<file path="config.mk">
export PLATFORM = sky130hd
export DESIGN_NAME = program_loader
export DESIGN_NICKNAME = d
export VERILOG_FILES = /design/src/rtl/program_loader.sv
export SDC_FILE = /design/constraint.sdc
export NUM_CORES = 1
export LEC_CHECK = 0
export ABC_AREA = 1
export CAP_MARGIN = 25
export CELL_PAD_IN_SITES_DETAIL_PLACEMENT = 1
export CELL_PAD_IN_SITES_GLOBAL_PLACEMENT = 2
export CORE_AREA = 2 2 133 135
export DETAILED_ROUTE_END_ITERATION = 6
export DIE_AREA = 0 0 135 137
export GPL_ROUTABILITY_DRIVEN = 1
export PLACE_DENSITY = 0.76
export SLEW_MARGIN = 20
export SYNTH_ARGS = -nofsm -noshare
export SYNTH_HDL_FRONTEND = slang
export SYNTH_SLANG_ARGS = --single-unit
</file>
<file path="constraint.sdc">
create_clock -name clk -period 1.85 [get_ports clk]
set_input_delay 0.555 -clock clk [delete_from_list [all_inputs] [get_ports clk]]
set_output_delay 0.555 -clock clk [all_outputs]
set_load 0.02 [all_outputs]
</file>
<file path="src/rtl/program_loader.sv">
// UART byte stream to instruction-memory writer; holds the pipeline in reset while loading.
// Optional trailing XOR checksum byte when PROGRAM_LOADER_CHECKSUM_EN is defined.
module program_loader #(
  parameter int unsigned ADDR_W         = 8,
  parameter logic [31:0] END_WORD       = 32'hFFFF_FFFF,
  parameter int unsigned TIMEOUT_CYCLES = 1_000_000
) (
  input  logic              clk,
  input  logic              rst,
  input  logic              start,
  input  logic              rx_valid,
  input  logic [7:0]        rx_data,
  output logic              wr_instruction,
  output logic [31:0]       data_instruction,
  output logic [ADDR_W-1:0] wr_address,
  output logic              soft_rst,
  output logic              busy,
  output logic              done,
  output logic              error,
  output logic [ADDR_W:0]   word_count
);

  localparam int unsigned       TW   = $clog2(TIMEOUT_CYCLES);
  localparam logic [TW-1:0]     TMAX = TW'(TIMEOUT_CYCLES - 1);
  localparam logic [ADDR_W-1:0] AMAX = '1;

  typedef enum logic [2:0] {
    S_IDLE,
    S_LOAD,
`ifdef PROGRAM_LOADER_CHECKSUM_EN
    S_CHK,
`endif
    S_DONE,
    S_ERR
  } state_t;

  state_t            state_q;
  logic [1:0]        idx_q;
  logic [31:0]       shift_q;
  logic              full_q;
  logic [ADDR_W-1:0] addr_q;
  logic [TW-1:0]     tmo_q;
`ifdef PROGRAM_LOADER_CHECKSUM_EN
  logic [7:0]        xor_q;
`endif

  always_ff @(posedge clk) begin
    if (!rst) begin
      state_q          <= S_IDLE;
      idx_q            <= '0;
      shift_q          <= '0;
      full_q           <= 1'b0;
      addr_q           <= '0;
      tmo_q            <= '0;
      wr_instruction   <= 1'b0;
      data_instruction <= '0;
      wr_address       <= '0;
      soft_rst         <= 1'b1;
      busy             <= 1'b0;
      done             <= 1'b0;
      error            <= 1'b0;
      word_count       <= '0;
`ifdef PROGRAM_LOADER_CHECKSUM_EN
      xor_q            <= '0;
`endif
    end else begin
      wr_instruction <= 1'b0;
      unique case (state_q)
        S_IDLE, S_DONE, S_ERR: begin
          if (start) begin
            state_q    <= S_LOAD;
            addr_q     <= '0;
            word_count <= '0;
            idx_q      <= '0;
            tmo_q      <= '0;
            full_q     <= 1'b0;
            done       <= 1'b0;
            error      <= 1'b0;
            soft_rst   <= 1'b0;
            busy       <= 1'b1;
`ifdef PROGRAM_LOADER_CHECKSUM_EN
            xor_q      <= '0;
`endif
          end
        end
        S_LOAD: begin
          full_q <= rx_valid && (idx_q == 2'd3);
          if (rx_valid) begin
            shift_q <= {shift_q[23:0], rx_data};
            idx_q   <= idx_q + 2'd1;
            tmo_q   <= '0;
`ifdef PROGRAM_LOADER_CHECKSUM_EN
            xor_q   <= xor_q ^ rx_data;
`endif
          end else if (tmo_q == TMAX) begin
            state_q <= S_ERR;
            error   <= 1'b1;
            busy    <= 1'b0;
          end else begin
            tmo_q <= tmo_q + 1'b1;
          end
          // full_q marks the cycle after the 4th byte: emit the word now
          if (full_q) begin
            data_instruction <= shift_q;
            wr_address       <= addr_q;
            wr_instruction   <= 1'b1;
            word_count       <= word_count + 1'b1;
            if (shift_q == END_WORD) begin
`ifdef PROGRAM_LOADER_CHECKSUM_EN
              if (rx_valid) begin
                busy <= 1'b0;
                if (rx_data == xor_q) begin
                  state_q  <= S_DONE;
                  done     <= 1'b1;
                  soft_rst <= 1'b1;
                end else begin
                  state_q <= S_ERR;
                  error   <= 1'b1;
                end
              end else begin
                state_q <= S_CHK;
                tmo_q   <= '0;
              end
`else
              state_q  <= S_DONE;
              done     <= 1'b1;
              soft_rst <= 1'b1;
              busy     <= 1'b0;
`endif
            end else if (addr_q == AMAX) begin
              state_q <= S_ERR;
              error   <= 1'b1;
              busy    <= 1'b0;
            end else begin
              addr_q <= addr_q + 1'b1;
            end
          end
        end
`ifdef PROGRAM_LOADER_CHECKSUM_EN
        S_CHK: begin
          if (rx_valid) begin
            busy <= 1'b0;
            if (rx_data == xor_q) begin
              state_q  <= S_DONE;
              done     <= 1'b1;
              soft_rst <= 1'b1;
            end else begin
              state_q <= S_ERR;
              error   <= 1'b1;
            end
          end else if (tmo_q == TMAX) begin
            state_q <= S_ERR;
            error   <= 1'b1;
            busy    <= 1'b0;
          end else begin
            tmo_q <= tmo_q + 1'b1;
          end
        end
`endif
        default: state_q <= S_IDLE;
      endcase
    end
  end

endmodule

</file>
# Word-level counts from Yosys, hierarchy flattened
# Cells that the tools add are included.
# classes
n_mux	41
n_reduce_logical	13
eq_ne	14
add_sub_neg	4
# op_table
cell	count
$mux 20	3
$pmux 20 s2	1
$eq 32x32->1 const B	1
$mux 8	4
$add 20x1->20 const B	1
$eq 20x20->1 const B	1
$mux 3	6
$mux 9	2
$pmux 9 s2	1
$pmux 8 s2	1
$mux 1	15
$ne 2x2->1 const B	6
$add 9x1->9 const B	1
$reduce_and 3->1	3
$add 8x1->8 const B	1
$eq 8x8->1 const B	1
$pmux 1 s2	4
$reduce_and 2->1	4
$eq 3x2->1 const B	2
$pmux 3 s2	1
$reduce_and 5->1	1
$mux 2	2
$pmux 2 s2	1
$reduce_and 4->1	1
8 further kinds	8
# totals
register_bits	120
output_inout_bits	54
wordCells	86
inputBits	12

# Logic depth before layout (Yosys ltp)
# Gate-level depths: netlist (run 1).
# depth
word_depth	7
mapped_depth	12
ltp_nobuf	12

# Worst setup path after synthesis (run 1)
# No wires, ideal clock.
# synth_path
kind	flip-flop to flip-flop
from	register tmo_q[0]
to	register tmo_q[0]
path_buffers	1
slack_ps	284
setup_ps	122
required_time_ps	1728
synth_period_minus_slack_ps	1566
t_arrival_ps	1444
stages_incl_launch_ff	10
path_cell_list	dfxtp_1 -> ha_1 -> nand3_2 -> nor2_1 -> nand4_4 -> nand2_4 -> inv_2 -> buf_6 -> o21ai_1 -> a21oi_1
# synth_between
elab_chain_len	4
elab_cells_between_ends	7
cone_classes	1 x add/sub; 2 x eq/ne; 3 x mux; 1 x reduce/logical
# synth_rtl
element	line_no	rtl
start: declaration	42	logic [TW-1:0] tmo_q;
start signal: assignment	100	tmo_q <= tmo_q + 1'b1;
$add 20x1->20	100	
$mux 20	95	end else if (tmo_q == TMAX) begin
$mux 20	88	if (rx_valid) begin
$pmux 20 s2	68	unique case (state_q)
# Several ways; a longest one is shown, not always the timed one. The select of a mux whose other input is x is not followed.
# A chain may end at the register's enable or synchronous reset.

# Worst setup path after layout (run 1)
# layout_path
from	register word_count[4]
to	output port word_count[4]
# layout_lines
element	line_no	rtl
start: declaration	20	output logic [ADDR_W:0] word_count
start signal: assignment	107	word_count <= word_count + 1'b1;
# No word-level cell between the ends.

==> results of run 1 <==
## cell type report
class / instances / area, um2
Fill cell: 2133 / 10200
Multi-Input combinational cell: 528 / 2510
Sequential cell: 120 / 2400
Timing Repair Buffer: 103 / 888
Clock buffer: 17 / 425
Tap cell: 225 / 282
Inverter: 43 / 161
Clock inverter: 15 / 155
## report_power, final
| part | internal [mW] | switching [mW] |
|---|---|---|
| Combinational | 0.104 | 0.165 |
| Sequential | 2.61 | 0.0267 |
| Clock | 1.98 | 1.28 |
| Total | 4.70 | 1.47 |
## final timing paths
check             cells after the start                       start                                 to
setup reg to reg                      7     state_q[1]$_SDFFE_PN0P_  data_instruction[16]$_SDFFE_PN0P_
setup / recovery                      1  word_count[4]$_SDFFE_PN0P_                      word_count[4]
hold reg to reg                       1       idx_q[0]$_SDFFE_PN0P_              idx_q[0]$_SDFFE_PN0P_
hold / removal                        1       idx_q[0]$_SDFFE_PN0P_              idx_q[0]$_SDFFE_PN0P_
## cells in the mapped netlist, types with 2 or more instances
master / n
a21oi_1: 34
nor2_1: 200
dfxtp_1: 120
nand2_4: 4
nor3_1: 11
buf_2: 5
o21ai_1: 2
nand2_1: 110
nand3_1: 28
inv_2: 7
buf_6: 2
nor2_2: 3
or2_2: 2
nor2_4: 5
nand3b_1: 2
nand4_1: 18
o21ai_0: 80
inv_1: 35
clkbuf_1: 20
ha_1: 4
xnor2_1: 2
nor3b_1: 2
xor2_1: 7
nand2_2: 3
nand3_2: 4
## flip-flops by register name, indices dropped and copies added, names as in the netlist, 2 cells and up
name / cells
state_q: 3
idx_q: 2
wr_address: 8
addr_q: 8
word_count: 9
shift_q: 32
tmo_q: 20
data_instruction: 32
## cell families after synthesis
kind of cell / count (synthesis) / share of synthesized area
buf+inv: 72 / 0.0565
simple gates: 398 / 0.343
other cells: 1 / 0.000723
compound gates: 116 / 0.112
fa+ha+maj: 4 / 0.00966
flops: 120 / 0.463
xor+xnor: 9 / 0.0152
## metal layers
layer | vias to the layer above | wire length [um]
met5 | - | 0
met4 | 0 | 155
met3 | 14 | 419
met2 | 51 | 8290
met1 | 2477 | 7110
li1 | 2507 | -
## timing repair
item	CTS	global route
gates resized for setup	54	6
setup endpoints to repair	54	19
pin swaps	0	1
==> impl_metrics.ini, run 1 <==
[synthesis]
synth_edf_count = 0
yosys.area.top_type = dfxtp_1
synthTopCellsByArea = dfxtp_1, nor2_1, nand2_1
syn_area_um2 = 5180
synth-async-reset-ratio = 0
yosys.area.top_type_share = 0.463
ys_ff_latch = 120
ys_seq_area_frac = 0.463
ys.flop_type = dfxtp_1
yosysWarningCount = 0
syn_inst = 720
synth_cell_types = 35
syn_nets = 736
avgSynthCellArea_um2 = 7.20

[sta]
setup_tns_ps = 0
rsz0062_at_grt = false
clock_skew_ps = 8.86
post-route-period-util = 0.954
max_freq_mhz = 567
drv_slew = 0
setup_viol = 0
fin_ws_ps = 85.3
fin_hold_ws_ps = 466
hold_viol = 0
fin_crit_ps = 1760

[global_route]
use_met1 = 0.216
grt-ovfl-total = 0
met3_usage = 0.0433
grt_antenna_before_repair = 0
grt_pass1_wl_um = 26400
grt_max_degree = 72
met2_usage = 0.329
grt_pass1_vias = 5211
grtUsageTotal = 0.182
grt_busiest_layer = met2

[routing]
vias = 5049
drc = 0
ant_nets = 0
drtIter0Drc = 214
routedWlPerCell_um = 15.2
viasPerCell = 4.80
finalWirelength_um = 16000
first_pass_iters = 4

[place]
io_buffers = 65
gp_congestion = 0.804
post-dp-hpwl_um = 11400
place_inst = 1019
placed_cell_area_um2 = 6290
pre_cts_slack_ps = -157

[clocking]
insertion_delay_ps = 420
h-tree-depth = 4
clk_pin_slew_ps = 60
cts_hold_buf = 0
cts_buffer_depth = 2
cts_sinks = 120
clockRootBuffer = clkbuf_16
cts_tree = done
cts_setup_buffers = 0
cts_buffers = 17

[critical_path]
critPathCaptureType = output pin
cp_slowest_cell = dfxtp_1
cp_top_family = flip-flops
crit_chain = dlygate4sd2_1
critPathBufInv = 1
cp.required_ps = 1290
rrSetupSlack_ps = 110
cp-start-kind = register
slowest_delay_ps = 430
worstSetupPathType = register to output pin
worst-path-max-fanout = 4
cp.arrival_ps = 1210

[status]
outcome = complete, no violations

[layout]
layout_commonest_cell = nor2_1
finalNonFillerCells = 1051
drive_gt1_frac = 0.131
final_util = 0.400
antenna_cells = 0
syn_to_final_growth_pct = 31.6
layout_common_cells = nor2_1, dfxtp_1, nand2_1, o21ai_0, dlygate4sd2_1
final_area_um2 = 6820
nets = 829

[floorplan]
die_area_um2 = 18500
coreArea_um2 = 17100
io_pins = 66
die_w_um = 135
die_h_um = 137
start_util = 0.304
rows = 48

[pwr]
irDropWorstVdd_v = 0.000638
leakagePower_nw = 2.92
p_per_area_nw_per_um2 = 904
p_total_mw = 6.17

[min_path]
hp-class = register to register

[job]
cap_violations = 0
(Power assumes the default switching activity.)
==> run 2, diff against run 1 <==
- GPL_ROUTABILITY_DRIVEN: 1 -> not set
==> results of run 2 <==
No change in the layout: final DEF, timing and power equal those of run 1.
